### config.mk
export PLATFORM = sky130hd
export DESIGN_NAME = morse_digit_decoder_flat
export DESIGN_NICKNAME = d
export VERILOG_FILES = /design/src/rtl/morse_digit_decoder_if.sv /design/src/rtl/morse_digit_decoder.sv /design/src/flat_wrapper.sv
export SDC_FILE = /design/constraint.sdc
export NUM_CORES = 1
export LEC_CHECK = 0
export CAP_MARGIN = 10
export CORE_MARGIN = 5
export CORE_UTILIZATION = 46
export CTS_CLUSTER_DIAMETER = 60
export CTS_CLUSTER_SIZE = 14
export DETAILED_ROUTE_END_ITERATION = 6
export PLACE_DENSITY = 0.65
export SYNTH_ARGS = -nofsm -noshare
export SYNTH_HDL_FRONTEND = slang
export SYNTH_SLANG_ARGS = --single-unit
### constraint.sdc
create_clock -name clock -period 4.69 [get_ports clock]
set_clock_uncertainty 0.2 [all_clocks]
set_input_delay 0.7035 -clock clock [delete_from_list [all_inputs] [get_ports clock]]
set_output_delay 0.7035 -clock clock [all_outputs]
set_load 0.03 [all_outputs]
### src/rtl/morse_digit_decoder_if.sv
// Keyed-line / decoded-digit bundle for morse_digit_decoder.
// master: the side that keys the line and consumes digits.
// slave : the decoder itself.
interface morse_digit_decoder_if;
   logic       key;
   logic [3:0] digit;
   logic [4:0] code;
   logic       valid;
   logic       error;
   logic       busy;

   modport master (output key, input digit, code, valid, error, busy);
   modport slave  (input key, output digit, code, valid, error, busy);
endinterface

### src/rtl/morse_digit_decoder.sv
// Morse digit decoder: times marks on a keyed line into dots/dashes, collects
// a 5-symbol character and emits the BCD digit plus the raw d5..d1 code.
// Optional build macro MORSE_KEY_SYNC_EN adds a two-flop key synchronizer.
module morse_digit_decoder #(
   parameter int DOT_MAX    = 3,
   parameter int DASH_MAX   = 12,
   parameter int GAP_CYCLES = 8,
   parameter int CNT_W      = 8
) (
   input logic                  clock,
   input logic                  reset,
   morse_digit_decoder_if.slave bus
);
   typedef enum logic [1:0] {IDLE, MARK, SPACE} state_t;

   localparam logic [CNT_W-1:0] CNT_MAX  = '1;
   localparam logic [CNT_W-1:0] DOT_LIM  = CNT_W'(DOT_MAX);
   localparam logic [CNT_W-1:0] DASH_LIM = CNT_W'(DASH_MAX);
   localparam logic [CNT_W-1:0] GAP_LAST = CNT_W'(GAP_CYCLES - 1);

   logic key_s;

`ifdef MORSE_KEY_SYNC_EN
   logic [1:0] key_pipe;
   // Two-flop synchronizer for an asynchronous key line
   always_ff @(posedge clock or posedge reset) begin
      if (reset) key_pipe <= '0;
      else       key_pipe <= {key_pipe[0], bus.key};
   end
   assign key_s = key_pipe[1];
`else
   assign key_s = bus.key;
`endif

   state_t           state, state_nxt;
   logic [CNT_W-1:0] cnt, cnt_nxt, cnt_inc;
   logic [4:0]       sreg, sreg_nxt;
   logic [2:0]       sym_cnt, sym_cnt_nxt;
   logic             ovf, ovf_nxt, stuck, stuck_nxt;
   logic [3:0]       digit_q, digit_nxt;
   logic [4:0]       code_q, code_nxt;
   logic             valid_q, valid_nxt, error_q, error_nxt;
   logic             tbl_ok;
   logic [3:0]       tbl_digit;
   logic             bad;

   // Code-to-digit lookup of the collected symbols
   always_comb begin
      tbl_ok    = 1'b1;
      tbl_digit = 4'h0;
      case (sreg)
         5'b01111: tbl_digit = 4'd1;
         5'b00111: tbl_digit = 4'd2;
         5'b00011: tbl_digit = 4'd3;
         5'b00001: tbl_digit = 4'd4;
         5'b00000: tbl_digit = 4'd5;
         5'b10000: tbl_digit = 4'd6;
         5'b11000: tbl_digit = 4'd7;
         5'b11100: tbl_digit = 4'd8;
         5'b11110: tbl_digit = 4'd9;
         5'b11111: tbl_digit = 4'd0;
         default:  tbl_ok    = 1'b0;
      endcase
   end

   assign cnt_inc = (cnt == CNT_MAX) ? cnt : cnt + 1'b1;
   assign bad     = (sym_cnt != 3'd5) || ovf || stuck || !tbl_ok;

   // Next-state logic: mark timing, symbol collection and character emit
   always_comb begin
      state_nxt   = state;
      cnt_nxt     = cnt;
      sreg_nxt    = sreg;
      sym_cnt_nxt = sym_cnt;
      ovf_nxt     = ovf;
      stuck_nxt   = stuck;
      digit_nxt   = digit_q;
      code_nxt    = code_q;
      error_nxt   = error_q;
      valid_nxt   = 1'b0;
      case (state)
         IDLE: begin
            if (key_s) begin
               state_nxt   = MARK;
               cnt_nxt     = CNT_W'(1);
               sreg_nxt    = '0;
               sym_cnt_nxt = '0;
               ovf_nxt     = 1'b0;
               stuck_nxt   = 1'b0;
            end
         end
         MARK: begin
            if (key_s) begin
               cnt_nxt = cnt_inc;
               if (cnt_inc > DASH_LIM) stuck_nxt = 1'b1;
            end else begin
               sreg_nxt    = {sreg[3:0], (cnt > DOT_LIM)};
               sym_cnt_nxt = (sym_cnt == 3'd7) ? sym_cnt : sym_cnt + 3'd1;
               if (sym_cnt >= 3'd5) ovf_nxt = 1'b1;
               state_nxt   = SPACE;
               cnt_nxt     = CNT_W'(1);
            end
         end
         SPACE: begin
            if (key_s) begin
               state_nxt = MARK;
               cnt_nxt   = CNT_W'(1);
            end else if (cnt >= GAP_LAST) begin
               // This sample is the final low of the inter-character gap
               state_nxt = IDLE;
               cnt_nxt   = '0;
               valid_nxt = 1'b1;
               code_nxt  = sreg;
               error_nxt = bad;
               digit_nxt = bad ? 4'hF : tbl_digit;
            end else begin
               cnt_nxt = cnt_inc;
            end
         end
         default: state_nxt = IDLE;
      endcase
   end

   // State and output registers, cleared asynchronously
   always_ff @(posedge clock or posedge reset) begin
      if (reset) begin
         state   <= IDLE;
         cnt     <= '0;
         sreg    <= '0;
         sym_cnt <= '0;
         ovf     <= 1'b0;
         stuck   <= 1'b0;
         digit_q <= '0;
         code_q  <= '0;
         valid_q <= 1'b0;
         error_q <= 1'b0;
      end else begin
         state   <= state_nxt;
         cnt     <= cnt_nxt;
         sreg    <= sreg_nxt;
         sym_cnt <= sym_cnt_nxt;
         ovf     <= ovf_nxt;
         stuck   <= stuck_nxt;
         digit_q <= digit_nxt;
         code_q  <= code_nxt;
         valid_q <= valid_nxt;
         error_q <= error_nxt;
      end
   end

   assign bus.digit = digit_q;
   assign bus.code  = code_q;
   assign bus.valid = valid_q;
   assign bus.error = error_q;
   assign bus.busy  = (state != IDLE);
endmodule

### src/flat_wrapper.sv
// flat-port wrapper written by rule: the top's interface ports become plain ports
module morse_digit_decoder_flat 
#(
   parameter int DOT_MAX    = 3,
   parameter int DASH_MAX   = 12,
   parameter int GAP_CYCLES = 8,
   parameter int CNT_W      = 8
)
  (clock, reset, bus_key, bus_digit, bus_code, bus_valid, bus_error, bus_busy);
  morse_digit_decoder_if bus_i ();
  input logic clock;
  input logic reset;
  input wire logic [$bits(bus_i.key)-1:0] bus_key;
  output wire logic [$bits(bus_i.digit)-1:0] bus_digit;
  output wire logic [$bits(bus_i.code)-1:0] bus_code;
  output wire logic [$bits(bus_i.valid)-1:0] bus_valid;
  output wire logic [$bits(bus_i.error)-1:0] bus_error;
  output wire logic [$bits(bus_i.busy)-1:0] bus_busy;
  assign bus_i.key = bus_key;
  assign bus_digit = bus_i.digit;
  assign bus_code = bus_i.code;
  assign bus_valid = bus_i.valid;
  assign bus_error = bus_i.error;
  assign bus_busy = bus_i.busy;
  morse_digit_decoder #(.DOT_MAX(DOT_MAX), .DASH_MAX(DASH_MAX), .GAP_CYCLES(GAP_CYCLES), .CNT_W(CNT_W)) u_core (.clock(clock), .reset(reset), .bus(bus_i));
endmodule
* Word-level counts from Yosys, hierarchy flattened
Cells that the tools add are included.
Storage, ports and cells: bits in registers 31, input bits 3, output and inout port bits 12, word-level logic and storage cells 86
Operators by class: add/subtract/negate cells 2, order comparisons 4, equal/unequal tests 21, muxes and demuxes 31, bitwise operators 1, reductions and logical operators 17
Operators with widths (count):
- $mux 8 | 5
- $pmux 4 s9 | 1
- $eq 5x5->1 const B | 5
- $pmux 8 s3 | 1
- $reduce_and 4->1 | 3
- $mux 5 | 2
- $pmux 5 s2 | 1
- $reduce_or 10->1 | 1
- $mux 1 | 9
- $mux 3 | 3
- $reduce_and 3->1 | 3
- $add 8x1->8 const B | 1
- $eq 8x8->1 const B | 1
- $ge 8x3->1 const B | 1
- $gt 8x2->1 const B | 1
- $gt 8x4->1 const B | 1
- $mux 2 | 4
- $ne 2x2->1 const B | 4
- $pmux 2 s3 | 1
- $pmux 3 s2 | 1
- $eq 5x1->1 const B | 1
- $eq 5x2->1 const B | 1
- $eq 5x3->1 const B | 1
- $eq 5x4->1 const B | 1
- 18 further kinds | 23

* Depth between registers and ports, before layout
depth after elaboration 6, mapped depth 8, depth with buffers taken out 6

* Least setup slack after synthesis
Ideal clock, no wire load.
path type register to register, from register u_core.state[0], to register u_core.cnt[0], library setup time 143 ps, arrival time 1715 ps, required time 4347 ps, slack 2631 ps, stages on the path, launching flop included 9, buffers on the path 2, period minus slack after synthesis 2059 ps, path through dfrtp_1 -> inv_1 -> ha_1 -> buf_2 -> nor2b_1 -> or2_1 -> clkbuf_1 -> a2111oi_0 -> a311oi_1
On the way: cells in the longest elaborated chain, start to end 3, elaborated cells between the ends (all ways) 7, classes of those cells eq/ne: 3; mux: 1; reduce/logical: 3
RTL lines:
- start, declared | RTL line morse_digit_decoder.sv:35 | state_t state, state_nxt;
- start signal, assigned | RTL line morse_digit_decoder.sv:138 | state <= state_nxt;
- $eq 2x1->1 (tied with other cells) | RTL line morse_digit_decoder.sv:81 | case (state)
- $reduce_bool 3->1 (no line) or $ne 2x2->1 (tied branches)
- $reduce_and 2->1 (no line)
- end signal, assigned | RTL line morse_digit_decoder.sv:139 | cnt <= cnt_nxt;
- end, declared | RTL line morse_digit_decoder.sv:36 | logic [CNT_W-1:0] cnt, cnt_nxt, cnt_inc;
Parallel ways exist; a longest one is shown, timed or not. A chain may end at the register's enable or synchronous reset.

* Final worst setup path
from register u_core.state[1], to output bus_busy
On the way: cells in the longest elaborated chain, start to end 1
RTL lines:
- $reduce_bool 2->1 | RTL line morse_digit_decoder.sv:155 | assign bus.busy = (state != IDLE);
- end, declared | RTL line flat_wrapper.sv:18 | output wire logic [$bits(bus_i.busy)-1:0] bus_busy;
No other way between the ends.

==> results.json <==
{
  "cts_root_buf": "clkbuf_8",
  "yosys.cell_types.count": 50,
  "ys_top_cells_by_area": "dfrtp_1, ha_1, nor2_1",
  "synth_seq_cells": 31,
  "synthSimpleGateAreaFrac_pct": 19.4,
  "ios": 15,
  "layout_min_cycle_time_ns": 2.81,
  "clk_pin_slew_ns": 0.07,
  "cp-end-kind": "primary output",
  "synth_top_family_by_area": "compound AO/OA/AOI/OAI gates",
  "cts_tree": "yes",
  "synth-adder-area-share_pct": 6.04,
  "initial_core_util_pct": 47.6,
  "synth_cells": 233,
  "synth_xor_area_share_pct": 0.845,
  "hp-class": "register to register",
  "synth_nets": 246,
  "cts_max_level": 2,
  "port_buffers": 14,
  "max_freq_ghz": 0.355,
  "report.final.slew_viol_count": 0,
  "first_pass_iters": 4,
  "cpMaxStageDelayCell": "clkdlybuf4s50_1",
  "ant_nets": 0,
  "instances_no_fill": 288,
  "arrival_ns": 1.91,
  "status": "complete, no violations",
  "max-cap-violations": 0,
  "dr.first_iter.drc_count": 197,
  "final_hold_viol_count": 0,
  "async_reset_ff_share_pct": 100,
  "cts_resized": 0,
  "die_x_um": 77.1,
  "overflow": 0,
  "grt_max_degree": 32,
  "postCtsSetupRepairBufs": 0,
  "cp_common_cell": "inv_1",
  "clock-sinks": 31,
  "grtUsageTotal_pct": 15.2,
  "num_rows": 24,
  "die_h_um": 77.1,
  "nets": 248,
  "rsz0062_at_grt": "no",
  "antenna_cells": 0,
  "drive_gt1_share_pct": 7.20,
  "viasPerCell": 5.83,
  "dieArea_mm2": 0.00595,
  "start_kind": "register",
  "synth_edf_count": 0,
  "total_power_uw": 1030,
  "path_cells": "inv_1, ha_1, inv_1, clkdlybuf4s50_1",
  "pre_cts_slack_ns": 1.80,
  "holdBufCountCts": 0,
  "clkLatencyLatePin_ns": 0.28,
  "grt_pass1_vias": 1561,
  "synthesis.area_mm2": 0.00207,
  "yosys_warnings": 0,
  "worstPathMaxFanout": 9,
  "drc": 0,
  "wirelength_mm": 4.22,
  "core-area_mm2": 0.00435,
  "synth_top_area_share_pct": 37.4,
  "criticalPathCategory": "register to primary output",
  "dpl.cell_count": 280,
  "area_growth_pct": 9.05,
  "grt_pass1_wl_mm": 7.60,
  "post_drt_wl_per_cell_um": 14.7,
  "yosysTopAreaCell": "dfrtp_1",
  "cts_inserted_buffers": 5,
  "detailed_place_hpwl_mm": 2.89,
  "p_leak_uw": 0.000980,
  "synth.area.mux_share_pct": 4.16,
  "cpPeakStageDelay_ns": 0.67,
  "finalCritPeriodShare_pct": 60.0,
  "syn_avg_cell_area_um2": 8.90,
  "dr_total_vias": 1680,
  "ys_seq_area_share_pct": 37.4,
  "synth-compound-area-share_pct": 24.3,
  "final-setup-viol-count": 0,
  "gp_congestion": 0.809,
  "setup_slack_ns": 1.88,
  "cts_max_path_buffers": 2,
  "synthFlopType": "dfrtp_1",
  "ir_drop_mv": 0.269,
  "setup-tns-final_ns": 0,
  "required_ns": 3.79,
  "tightestPinTransition_ns": 0.798,
  "antenna_found_initial": 0,
  "power.density_mw_per_mm2": 456,
  "relSlewSlack_pct": 46.8
}
## path summary, 6_finish.rpt
kind | startpoint | end | slack, ns | depth (start not counted)
min | u_core.bus.code[2] | u_core.bus.code[2] | 0.31 | 1
max | u_core.state[1] | bus_busy | 1.88 | 4
max in group asynchronous | reset | u_core.sym_cnt[2] | 3.40 | 3
min reg2reg | u_core.bus.code[2] | u_core.bus.code[2] | 0.31 | 1
min in group asynchronous | reset | u_core.bus.digit[3] | 0.60 | 3
max reg2reg | u_core.state[1] | u_core.cnt[1] | 2.37 | 6
## worst max-delay path, delay by kind of cell, from the launching register on
kind / cells / cell delay, ns
fa+ha+maj: 1 / 0.29
buf+inv: 3 / 0.89
flops: 1 / 0.44
## routing by layer
metal  up-vias  part of all wire (%)  wire (um)  global-route usage (%)
met4         0                   1.3         55                    4.64
met5         -                     0          0                       0
met1       790                    54       2270                    23.0
li1        861                     -          -                       -
met2        23                    41       1740                    21.2
met3         6                   3.7        157                    3.63
## cells by family after synthesis
group                      Yosys count
DFF                                 31
muxes                                8
and+or+nand+nor                     75
xor gates and xnor gates             2
AOI/OAI and AO/OA                   72
adders and majority gates           10
buffers and inverters               35
## sequential cells by signal, indices dropped and copies added (netlist names)
| register | cells |
|---|---|
| u_core.cnt | 8 |
| u_core.bus.code | 5 |
| u_core.sreg | 5 |
| u_core.bus.digit | 4 |
| u_core.sym_cnt | 3 |
| u_core.state | 2 |
| u_core.bus.error | 1 |
| u_core.bus.valid | 1 |
| u_core.ovf | 1 |
| u_core.stuck | 1 |
## Yosys cell counts, types with 2 or more instances
library cell,instances
a2111oi_0,3
a21o_1,2
a21oi_1,16
a22o_1,2
a311oi_1,8
a31oi_1,9
and3_1,2
buf_2,6
buf_6,3
clkbuf_1,9
dfrtp_1,31
ha_1,10
inv_1,15
mux2_2,5
mux2i_1,3
nand2_1,12
nand2b_1,2
nand3_1,7
nand4_1,3
nor2_1,25
nor2b_1,5
nor3_1,6
nor4_1,2
nor4b_1,2
o211ai_1,2
o21a_1,3
o21ai_0,12
o31ai_1,5
xnor2_1,2
## stage by stage
stage          hold slack (ns)  utilization [%]  cell area (um2)
6_report                 0.306             51.9             2260
5_1_grt                  0.330             51.9             2260
4_1_cts                  0.311             51.9             2260
3_5_place_dp             0.296             50.1             2180
3_3_place_gp             0.278             50.1             2180
2_1_floorplan            0.263                -             2070
## placed cells by master (no fill, tap or decap), types with 7 or more instances in the layout
| master | synthesis | final |
|---|---|---|
| inv_1 | 15 | 15 |
| a311oi_1 | 8 | 8 |
| ha_1 | 10 | 10 |
| dfrtp_1 | 31 | 31 |
| a31oi_1 | 9 | 9 |
| clkdlybuf4s50_1 | 0 | 14 |
| nand2_1 | 12 | 12 |
| o21ai_0 | 12 | 12 |
| nor2_1 | 25 | 25 |
| nand3_1 | 7 | 7 |
| a21oi_1 | 16 | 16 |
## power breakdown
part | total [uW] | internal [uW] | switching (uW) | leakage (uW)
Clock | 202 | 104 | 98.3 | 0.0000422
Sequential | 397 | 308 | 88.5 | 0.000425
Combinational | 433 | 177 | 256 | 0.000513
## layout make-up
type / instances / area (um2)
Multi-Input combinational cell: 167 / 1130
Clock buffer: 7 / 76.3
Fill cell: 417 / 2090
Clock inverter: 1 / 5.00
Timing Repair Buffer: 15 / 148
Sequential cell: 31 / 776
Inverter: 15 / 56.3
Tap cell: 52 / 65.1
No activity file was read; power rests on OpenSTA's default activity.
==> RTL edit (same flow settings) <==
`CNT_W` is set to 8 in 2 places; all go to 10.
--- a/src/rtl/morse_digit_decoder.sv
+++ b/src/rtl/morse_digit_decoder.sv
@@ -6,5 +6,5 @@
    parameter int DASH_MAX   = 12,
    parameter int GAP_CYCLES = 8,
-   parameter int CNT_W      = 8
+   parameter int CNT_W      = 10
 ) (
    input logic                  clock,
--- a/src/flat_wrapper.sv
+++ b/src/flat_wrapper.sv
@@ -5,5 +5,5 @@
    parameter int DASH_MAX   = 12,
    parameter int GAP_CYCLES = 8,
-   parameter int CNT_W      = 8
+   parameter int CNT_W      = 10
 )
   (clock, reset, bus_key, bus_digit, bus_code, bus_valid, bus_error, bus_busy);
Formal check against the unedited RTL: same outputs for any inputs over 10 cycles, from zero or initial values and one cycle with reset high; that may be too few to reach the edited logic, so the function may still have changed.
==> RTL edit against the unedited design <==
Setup slack got worse by 280 ps; area after synthesis rose by 0.54%; cell count rose by 4.9%; cell area rose by 1.2%; critical path depth did not move; largest power group unchanged; core utilization rose by 0.27 points; combinational power rose by 4%; total power rose by 4.7%; wire length rose by 0.38%; largest cell class unchanged; via count rose by 3.9%; register-to-register slack got worse by 300 ps; sequential cell count rose by 2.
==> RTL edit: results (changes against the unedited design) <==
| Stage | Metric | Value | vs unedited |
|---|---|---|---|
| pwr | Combinational logic power | 450 µW | was 433 µW |
| synth | Synth Area in Adders | 4.80% | was 6.04% |
| global route | Number of global-route vias before repair | 1621 | was 1561 |
| setup path | Slowest stage delay, CP | 750 ps | was 670 ps |
| global route | Global-route wire length before repair | 7.79 mm | was 7.60 mm |
| setup path | Data arrival time of the critical path | 2190 ps | was 1910 ps |
| synth | List of most frequent post-synthesis cells | 35 x sky130_fd_sc_hd__a21oi_1, 33 x sky130_fd_sc_hd__dfrtp_1, 31 x sky130_fd_sc_hd__nor2_1 | was 31 x sky130_fd_sc_hd__dfrtp_1, 25 x sky130_fd_sc_hd__nor2_1, 16 x sky130_fd_sc_hd__a21oi_1 |
| timing | Hold WS | 305 ps | was 306 ps |
| setup path | Depth of the most critical reg-to-reg path | 5 | was 6 |
| pwr | Reported net switching power | 464 µW | was 443 µW |
| synth | Portion of the post-synthesis area used by sequential elements | 39.6% | was 37.4% |
| global route | Met1 Resource Use GR | 22.7% | was 23.0% |
| synth | Library cells used by synthesis | 44 | was 50 |
| synth | XOR/XNOR share of the synthesized area | 1.26% | was 0.845% |
| global route | Met3 track utilization from global routing | 3.28% | was 3.63% |
| synth | Multiplexer area fraction after synthesis | 4.68% | was 4.16% |
| placed design | Placed Instance Area | 0.00221 mm² | was 0.00218 mm² |
| placed design | Cell total after placement | 294 | was 280 |
| cells and area | NumNets Final | 260 | was 248 |
| setup path | Worst reg2reg startpoint | u_core.cnt[0]$_DFFE_PP0P_ | was u_core.state[1]$_DFFE_PP0P_ |
| setup path | Slack of the worst reg-to-reg path | 2070 ps | was 2370 ps |
| placed design | Routability cong. | 0.783 | was 0.809 |
| worst hold path | Hold Crit Start | u_core.bus.code[4]$_DFFE_PP0P_ | was u_core.bus.code[2]$_DFFE_PP0P_ |
| cells and area | Layout Cells excl Fill | 302 | was 288 |
| timing | Fmax | 324 MHz | was 355 MHz |
| pwr | Clock share of power | 19.1% | was 19.6% |
| status | Outcome | complete, no violations | unchanged |
| routing | Final routed wirelength across all metal layers | 4.24 mm | was 4.22 mm |
| global route | Global Route met2 Usage | 22.8% | was 21.2% |
| setup path | Crit path from | u_core.state[0]$_DFFE_PP0P_ | was u_core.state[1]$_DFFE_PP0P_ |
| placed design | Place WS | 1630 ps | was 1800 ps |
| routing | Routed length on met3 | 193 µm | was 157 µm |
| routing | Metal2 WL | 1.86 mm | was 1.74 mm |
| global route | GRT Util Overall | 15.5% | was 15.2% |
==> RTL edit: changes by cell type after synthesis, moves of 4 or more <==
cell,unedited run,this run
sky130_fd_sc_hd__a21oi_1,16,35
sky130_fd_sc_hd__a311oi_1,8,1
sky130_fd_sc_hd__nor2_1,25,31
sky130_fd_sc_hd__a211oi_1,0,5
sky130_fd_sc_hd__a31oi_1,9,4
sky130_fd_sc_hd__and3_1,2,7
sky130_fd_sc_hd__o31ai_1,5,0
sky130_fd_sc_hd__clkbuf_1,9,13
sky130_fd_sc_hd__inv_1,15,11
==> RTL edit: worst max-delay path, delay by kind of cell (launching register included) <==
kind                       cells  cell delay (ps)
adders and majority gates      1              320
buffers and inverters          3             1180
DFF                            1              400
==> RTL edit: layout make-up <==
class / instances / area [µm²]
Fill cell: 409 / 2100
Clock buffer: 6 / 72.6
Multi-Input combinational cell: 183 / 1130
Sequential cell: 33 / 826
Timing Repair Buffer: 15 / 148
Inverter: 11 / 41.3
Clock inverter: 2 / 10.0
Tap cell: 52 / 65.1
